## config.mk

```make
export PLATFORM = sky130hd
export DESIGN_NAME = pim_bridge
export DESIGN_NICKNAME = d
export VERILOG_FILES = /design/src/rtl/pim_bridge.sv
export SDC_FILE = /design/constraint.sdc
export NUM_CORES = 1
export LEC_CHECK = 0
export ABC_CLOCK_PERIOD_IN_PS = 5350
export BUFFER_PORTS_ARGS = -buffer_cell sky130_fd_sc_hd__buf_4
export CORE_MARGIN = 5
export CORE_UTILIZATION = 59
export CTS_BUF_LIST = sky130_fd_sc_hd__clkbuf_4
export DETAILED_ROUTE_END_ITERATION = 10
export MAX_ROUTING_LAYER = met4
export PLACE_DENSITY_LB_ADDON = 0.05
export SLEW_MARGIN = 30
export SYNTH_ARGS = -nofsm -noshare
export SYNTH_HDL_FRONTEND = slang
export SYNTH_SLANG_ARGS = --single-unit
```

## constraint.sdc

```tcl
create_clock -name i_clk -period 5.35 [get_ports i_clk]
set_clock_uncertainty 0.1 [all_clocks]
set_input_delay 0.2675 -clock i_clk [delete_from_list [all_inputs] [get_ports i_clk]]
set_output_delay 0.2675 -clock i_clk [all_outputs]
set_load 0.1 [all_outputs]
```

## src/rtl/pim_bridge.sv

```systemverilog
// pim_bridge: IDS bus PIM-port slave that turns mapped bus writes into typed
// macro commands (command FIFO, valid/ready issue) and buffers macro results
// in a second FIFO popped by bus reads of PIM_R.
module pim_bridge #(
   parameter int unsigned     XLEN             = 32,
   parameter int unsigned     CMD_DEPTH        = 8,
   parameter int unsigned     RES_DEPTH        = 8,
   parameter logic [XLEN-1:0] PIM_CTRL         = 32'h4000_0010,
   parameter logic [XLEN-1:0] PIM_R            = 32'h4000_0020,
   parameter logic [XLEN-1:0] PIM_W_WEIGHT     = 32'h4000_0040,
   parameter logic [XLEN-1:0] PIM_W_ACTIVATION = 32'h4000_0080
) (
   input  logic            i_clk,
   input  logic            i_rst_n,
   input  logic [XLEN-1:0] i_pim_addr,
   input  logic            i_pim_write,
   input  logic            i_pim_read,
   input  logic [3:0]      i_pim_size,
   input  logic [XLEN-1:0] i_pim_din,
   output logic [XLEN-1:0] o_pim_dout,
   output logic            o_mac_valid,
   input  logic            i_mac_ready,
   output logic [1:0]      o_mac_type,
   output logic [XLEN-1:0] o_mac_data,
   input  logic            i_res_valid,
   output logic            o_res_ready,
   input  logic [XLEN-1:0] i_res_data
);

   localparam int unsigned CPW = $clog2(CMD_DEPTH);
   localparam int unsigned CW  = CPW + 1;
   localparam int unsigned RPW = $clog2(RES_DEPTH);
   localparam int unsigned RW  = RPW + 1;
   localparam logic [CW-1:0] CMD_MAX = CW'(CMD_DEPTH);
   localparam logic [RW-1:0] RES_MAX = RW'(RES_DEPTH);

   typedef enum logic [1:0] {
      CMD_CTRL   = 2'd0,
      CMD_WEIGHT = 2'd1,
      CMD_ACT    = 2'd2
   } cmd_type_t;

   logic [1:0]      cmd_type_mem [CMD_DEPTH];
   logic [XLEN-1:0] cmd_data_mem [CMD_DEPTH];
   logic [CPW-1:0]  cmd_wr_ptr, cmd_rd_ptr;
   logic [CW-1:0]   cmd_count;

   logic [XLEN-1:0] res_mem [RES_DEPTH];
   logic [RPW-1:0]  res_wr_ptr, res_rd_ptr;
   logic [RW-1:0]   res_count, res_count_next;

   logic            ovf, udf, res_ready_q;
   logic [XLEN-1:0] dout_q, rd_data, status;

   cmd_type_t       push_type;
   logic            cmd_req, cmd_push, cmd_pop, cmd_drop, sticky_clr;
   logic            res_push, res_pop, res_udf, rd_res;

   // Write decode: exact address match, full-word writes only
   always_comb begin
      cmd_req    = 1'b0;
      push_type  = CMD_CTRL;
      sticky_clr = 1'b0;
      if (i_pim_write && (i_pim_size == 4'hF)) begin
         if (i_pim_addr == PIM_W_WEIGHT) begin
            cmd_req   = 1'b1;
            push_type = CMD_WEIGHT;
         end else if (i_pim_addr == PIM_W_ACTIVATION) begin
            cmd_req   = 1'b1;
            push_type = CMD_ACT;
         end else if (i_pim_addr == PIM_CTRL) begin
            if (i_pim_din[XLEN-1]) sticky_clr = 1'b1;
            else                   cmd_req    = 1'b1;
         end
      end
   end

   // FIFO handshakes; a full command FIFO still accepts when the head leaves this cycle
   always_comb begin
      cmd_pop  = (cmd_count != '0) && i_mac_ready;
      cmd_push = cmd_req && ((cmd_count != CMD_MAX) || cmd_pop);
      cmd_drop = cmd_req && !cmd_push;
      res_push = i_res_valid && res_ready_q;
      rd_res   = i_pim_read && (i_pim_addr == PIM_R);
      res_pop  = rd_res && (res_count != '0);
      res_udf  = rd_res && (res_count == '0);
      case ({res_push, res_pop})
         2'b10:   res_count_next = res_count + RW'(1);
         2'b01:   res_count_next = res_count - RW'(1);
         default: res_count_next = res_count;
      endcase
   end

   // Status word and bus read mux, both from pre-edge state
   always_comb begin
      status        = '0;
      status[0]     = (cmd_count == CMD_MAX);
      status[1]     = (cmd_count == '0);
      status[2]     = (res_count == RES_MAX);
      status[3]     = (res_count == '0);
      status[4]     = ovf;
      status[5]     = udf;
      status[15:8]  = 8'(cmd_count);
      status[23:16] = 8'(res_count);
      rd_data       = '0;
      if (i_pim_addr == PIM_CTRL)                        rd_data = status;
      else if ((i_pim_addr == PIM_R) && (res_count != '0)) rd_data = res_mem[res_rd_ptr];
   end

   // FIFO storage (no reset needed; validity tracked by counts)
   always_ff @(posedge i_clk) begin
      if (cmd_push) begin
         cmd_type_mem[cmd_wr_ptr] <= push_type;
         cmd_data_mem[cmd_wr_ptr] <= i_pim_din;
      end
      if (res_push) res_mem[res_wr_ptr] <= i_res_data;
   end

   // Pointers, counts, sticky flags, registered ready and read data
   always_ff @(posedge i_clk or negedge i_rst_n) begin
      if (!i_rst_n) begin
         cmd_wr_ptr  <= '0;
         cmd_rd_ptr  <= '0;
         cmd_count   <= '0;
         res_wr_ptr  <= '0;
         res_rd_ptr  <= '0;
         res_count   <= '0;
         ovf         <= 1'b0;
         udf         <= 1'b0;
         res_ready_q <= 1'b0;
         dout_q      <= '0;
      end else begin
         if (cmd_push) cmd_wr_ptr <= cmd_wr_ptr + CPW'(1);
         if (cmd_pop)  cmd_rd_ptr <= cmd_rd_ptr + CPW'(1);
         case ({cmd_push, cmd_pop})
            2'b10:   cmd_count <= cmd_count + CW'(1);
            2'b01:   cmd_count <= cmd_count - CW'(1);
            default: cmd_count <= cmd_count;
         endcase
         if (res_push) res_wr_ptr <= res_wr_ptr + RPW'(1);
         if (res_pop)  res_rd_ptr <= res_rd_ptr + RPW'(1);
         res_count   <= res_count_next;
         // ready reflects the post-edge count so a full FIFO never sees an extra push
         res_ready_q <= (res_count_next != RES_MAX);
         ovf         <= (ovf & ~sticky_clr) | cmd_drop;
         udf         <= (udf & ~sticky_clr) | res_udf;
         if (i_pim_read) dout_q <= rd_data;
      end
   end

   // Macro issue: head entry, driven to zero while the FIFO is empty
   always_comb begin
      o_mac_valid = (cmd_count != '0);
      o_mac_type  = '0;
      o_mac_data  = '0;
      if (o_mac_valid) begin
         o_mac_type = cmd_type_mem[cmd_rd_ptr];
         o_mac_data = cmd_data_mem[cmd_rd_ptr];
      end
   end

   assign o_pim_dout  = dout_q;
   assign o_res_ready = res_ready_q;

endmodule

```

# Word level (Yosys, flattened, before mapping)
# Memories as Yosys holds them, arrays and structs flattened.
# Index checks and enable logic that the tools add are counted.
op_classes:
  eq_ne: 13
  n_reduce_logical: 16
  bitwise_logic: 5
  n_addsub: 8
  n_mux: 23
ops:
  columns: ["cell", "n"]
  rows:
  - ["$eq A32 B31 Y1 const B", 4]
  - ["$mux W32", 3]
  - ["$pmux W4 S2", 2]
  - ["$mux W1", 14]
  - ["$add A3 B1 Y3 const B", 4]
  - ["$eq A4 B4 Y1 const B", 3]
  - ["$logic_and A1 B1 Y1", 9]
  - ["$add A4 B1 Y4 const B", 2]
  - ["$logic_not A4 Y1", 2]
  - ["$mux W2", 4]
  - ["$ne A4 B4 Y1 const B", 2]
  - ["$reduce_bool A4 Y1", 2]
  - ["$sub A4 B1 Y4 const B", 2]
  - ["$eq A2 B1 Y1 const B", 2]
  - ["$eq A2 B2 Y1 const B", 2]
  - ["$and A1 B1 Y1", 2]
  - ["$or A1 B1 Y1", 2]
  - ["$reduce_bool A2 Y1", 1]
  - ["$logic_not A1 Y1", 1]
  - ["$logic_or A1 B1 Y1", 1]
  - ["$not A1 Y1", 1]
word_totals:
  inputBits: 106
  mem_count: 3
  ram_bits: 528
  register_bits: 55
  output_inout_bits: 68
  wordCells: 78
mem_list:
  columns: ["memory", "words", "word_bits", "rd", "rd_ports_with_merged_regs", "write_ports", "line_no", "rtl"]
  rows:
  - ["cmd_data_mem", 8, 32, 1, 0, 1, "44", "logic [XLEN-1:0] cmd_data_mem [CMD_DEPTH];"]
  - ["res_mem", 8, 32, 1, 0, 1, "48", "logic [XLEN-1:0] res_mem [RES_DEPTH];"]
  - ["cmd_type_mem", 8, 2, 1, 0, 1, "43", "logic [1:0] cmd_type_mem [CMD_DEPTH];"]

# Longest topological paths before layout
depth:
  word_depth: 9
  mapped_depth: 13
  depth_no_buf: 12

# Least setup slack after synthesis
# Ideal clock, no wire load.
synth_timing:
  path_type: "input-to-reg"
  from: "input i_pim_addr[25]"
  to: "memory cmd_data_mem[0][0], enable pin"
  t_required_ns: 4.783
  path_stages: 6
  path_buffers: 0
  setup_time_ns: 0.467
  slack_ns: 0.608
  arrival_ns: 4.175
  cell_sequence: "nor4b_2 nand4_4 or4_4 nor3_4 nand2b_1 nor3_1"
synth_via:
  elab_chain_len: 8
  word_cells_on_any_way: 10
  cone_classes: "eq/ne: 3; mux: 6; reduce/logical: 1"
synth_lines:
  columns: ["element", "line_no", "rtl"]
  rows:
  - ["start: declaration", "15", "input logic [XLEN-1:0] i_pim_addr,"]
  - ["$eq A32 B31 Y1", "71", "end else if (i_pim_addr == PIM_CTRL) begin"]
  - ["$mux W1", "71", null]
  - ["$mux W1", "68", "end else if (i_pim_addr == PIM_W_ACTIVATION) begin"]
  - ["$mux W1 (*)", "65", "if (i_pim_addr == PIM_W_WEIGHT) begin"]
  - ["$mux W1 (*)", "64", "if (i_pim_write && (i_pim_size == 4'hF)) begin"]
  - ["$logic_and A1 B1 Y1 (*)", "81", "cmd_push = cmd_req && ((cmd_count != CMD_MAX) || cmd_pop);"]
  - ["$mux W1 (*)", "112", "if (cmd_push) begin"]
  - ["$mux W1 (not written as such) (*)", "114", "cmd_data_mem[cmd_wr_ptr] <= i_pim_din;"]
  - ["end: declaration", "44", null]
# Mark *: on every way between the ends. The rest lies on a longest branch, timed or not.

# Final worst setup path
layout_timing:
  from: "input i_pim_addr[27]"
  to: "memory cmd_data_mem[2][26], enable pin"
# Same word-level chain as after synthesis.

==> impl_metrics.toml <==
[route]
drtAntennaViolNets = 0
first_iter_violations = 703
dr.pass1.iters = 5
wl_um = 47210
routed_via_density = 5.615
wl_per_cell_um = 22.30
vias = 11890
drcViolationCount = 0

[synthesis]
netlist-cell-type-count = 45
ys_seq_area_frac = 0.7561
synth_edf_count = 528
ys_async_sr_fraction = 0.09434
syn_nets = 1219
syn_avg_cell_area_sq_um = 20.64
netlist_top_cells_count = "edfxtp_1, mux4_2, nor2_1, dfrtp_1, mux2_2"
syn-instance-count = 1104
yosysWarnings = 0
yosysMostFrequentCell = "edfxtp_1"
synth_area_leader_cell = "edfxtp_1"
synthTopCellsByArea = "edfxtp_1, mux4_2, dfrtp_1, mux2_2, mux2i_1"
syn_area_sq_mm = 0.02279
ys.flop_type = "edfxtp_1"
synth_top_area_frac = 0.6957
ys_ff_latch = 583

[global_routing]
grt_start_max_net_pins = 57
grt_pass1_wl_um = 72690
grtUsageTotal = 0.2348
grt_pass1_vias = 12790
antenna_found_initial = 3
overflow = 0

[power]
p_per_area_mw_per_mm2 = 477.5
p_leak_nw = 9.633
combPwrFrac = 0.296
pwr-share-clk = 0.274
sequentialPowerShare = 0.430
p_switching_mw = 4.722
swShare = 0.3567
p_int_mw = 8.515
totalPowerFinal_mw = 13.24
vdd_ir_drop_max_mv = 0.3143

[worst_setup_path]
cp.arrival_ps = 4880
crit_required_ps = 5730
critPathCaptureType = "register"
cp_max_fo = 24
critical_path_class = "input pin to register"
worstSetupStartpointType = "input pin"

[placed_design]
place_hpwl_um = 27000
portBuffers = 173
globalplace.congestion = 0.7290

[layout]
synthToLayoutAreaGrowth_pct = 21.63
drive_above_1_share = 0.4041
fin_nets = 1603

[clock_network]
clkTransAtPathRegs_ps = 60
cts.htree.levels = 4
clock_latency_ps = 790
numCtsBuffers = 146
cts_resized = 0
clock-sinks = 583
root_buffer = "clkbuf_4"
clk_path_buf_depth = 3
cts_tree = "yes"

[timing]
rsz0062_at_grt = "no"
slew-limit-headroom = 0.4112
setup_tns_ps = 0
setup_violations = 0
tightest_slew_ps = 881.1
drv_slew = 0
min_period_ps = 4494
finalHoldViolCount = 0
finalCritPeriodShare = 0.8400
clock.fmax_mhz = 222.5
holdWs_ps = 77.13

[floorplan]
dieArea_sq_mm = 0.04266
core_sq_mm = 0.03847
num_io_pins = 174
rows = 72
die_y_um = 206.5
start_util = 0.5925
die_w_um = 206.5

[min_path]
hp-class = "input pin to register"

[status]
status = "finished clean"

[flow_run]
cap_violations = 0
==> per-layer routing <==
metal / global-route usage / up-vias / wire length, um
li1: - / 5360 / -
met3: 0.04765 / 58 / 2171
met2: 0.3915 / 334 / 25280
met4: 0.06844 / 0 / 630
met5: - / - / 0
met1: 0.2988 / 6134 / 19130
==> worst max-delay path, stage by stage <==
cell and delay, ps:
dlygate4sd3_1 560, buf_4 140, nor4b_2 230, dlygate4sd3_1 640, nand4_4 130, or4_4 560
dlygate4sd3_1 630, nor3_4 310, nand2b_1 280, nor2_4 770, buf_4 360
==> area by class of cell <==
| class | count | area [sq um] |
|---|---|---|
| antenna | 3 | 7.507 |
| clock buffer | 211 | 1584 |
| clock inverter | 45 | 256.5 |
| fill | 2425 | 10750 |
| inverter | 25 | 93.84 |
| multi-input combinational | 441 | 5373 |
| sequential | 583 | 17250 |
| tap | 518 | 648.1 |
| timing repair buffer | 291 | 2510 |
==> worst paths after layout <==
kind	cells after the start	end	slack, ps	startpoint
hold reg to reg	2	o_pim_dout[19]$_DFFE_PN0P_	400	o_pim_dout[19]$_DFFE_PN0P_
hold / removal	7	res_rd_ptr[2]$_DFFE_PN0P_	80	i_pim_addr[31]
setup / recovery	11	cmd_data_mem[2][26]$_DFFE_PP_	860	i_pim_addr[27]
min in group asynchronous	3	o_pim_dout[8]$_DFFE_PN0P_	480	i_rst_n
setup reg to reg	7	cmd_data_mem[2][26]$_DFFE_PP_	2380	cmd_count[0]$_DFFE_PN0P_
max in group asynchronous	4	o_pim_dout[30]$_DFFE_PN0P_	4130	i_rst_n
==> cells by family after synthesis <==
group,Yosys count,share of synthesized area
compound gates,49,0.01373
xor+xnor,16,0.006149
fa+ha+maj,9,0.004941
buf+inv,80,0.01362
flops,583,0.7561
mux,207,0.1657
simple gates,160,0.03975
==> what timing repair did <==
item	CTS	global route
hold buffers	86	0
endpoints found under the hold margin	630	0
setup buffers	0	0
==> metrics by stage <==
| stage | setup slack, ps | util | std cells | cell area [sq um] |
|---|---|---|---|---|
| 3_5_place_dp | 1561 | 0.6499 | 1772 | 25000 |
| 5_1_grt | 733.1 | 0.7206 | 2117 | 27720 |
| 3_3_place_gp | 1687 | 0.6461 | 1767 | 24860 |
| 6_report | 855.9 | 0.7206 | 2117 | 27720 |
| 4_1_cts | 975.4 | 0.7204 | 2114 | 27710 |
| 2_1_floorplan | 607.5 | - | 1104 | 22790 |
==> registers in the layout, summed over array words and instances, names as in the netlist <==
name / cells
res_rd_ptr: 3
res_wr_ptr: 3
o_pim_dout: 32
ovf: 1
cmd_wr_ptr: 3
cmd_count: 4
o_res_ready: 1
udf: 1
cmd_data_mem: 256
res_mem: 256
cmd_rd_ptr: 3
cmd_type_mem: 16
res_count: 4
==> power groups by stage <==
stage	registers, mW	logic, mW	clock network [mW]
finish	5.70	3.91	3.62
floorplan	5.60	3.11	0
global route	5.74	4.10	4.01
CTS	5.71	3.96	3.74
detailed placement	5.80	3.91	0
global placement	5.79	3.89	0
==> cell usage in the layout, fill, tap and decap left out, drive strengths merged, types with 3 or more instances in the layout <==
| cell | Yosys | layout |
|---|---|---|
| mux2i | 35 | 35 |
| buf | 19 | 206 |
| dfrtp | 55 | 55 |
| edfxtp | 528 | 528 |
| xor2 | 9 | 9 |
| mux2 | 40 | 40 |
| nand2 | 14 | 14 |
| nand3 | 24 | 24 |
| inv | 25 | 32 |
| nand2b | 7 | 7 |
| nor4 | 11 | 11 |
| mux4 | 132 | 132 |
| diode | 0 | 3 |
| dlygate4sd3 | 0 | 85 |
| nor4b | 4 | 4 |
| bufinv | 0 | 3 |
| a221oi | 12 | 12 |
| ha | 9 | 9 |
| o21ai | 23 | 23 |
| xnor2 | 7 | 7 |
| clkinv | 0 | 34 |
| a21oi | 7 | 7 |
| nor2 | 79 | 79 |
| clkbuf | 36 | 211 |
| nor3 | 10 | 10 |
Note: power is estimated with default switching activity, not from simulation.
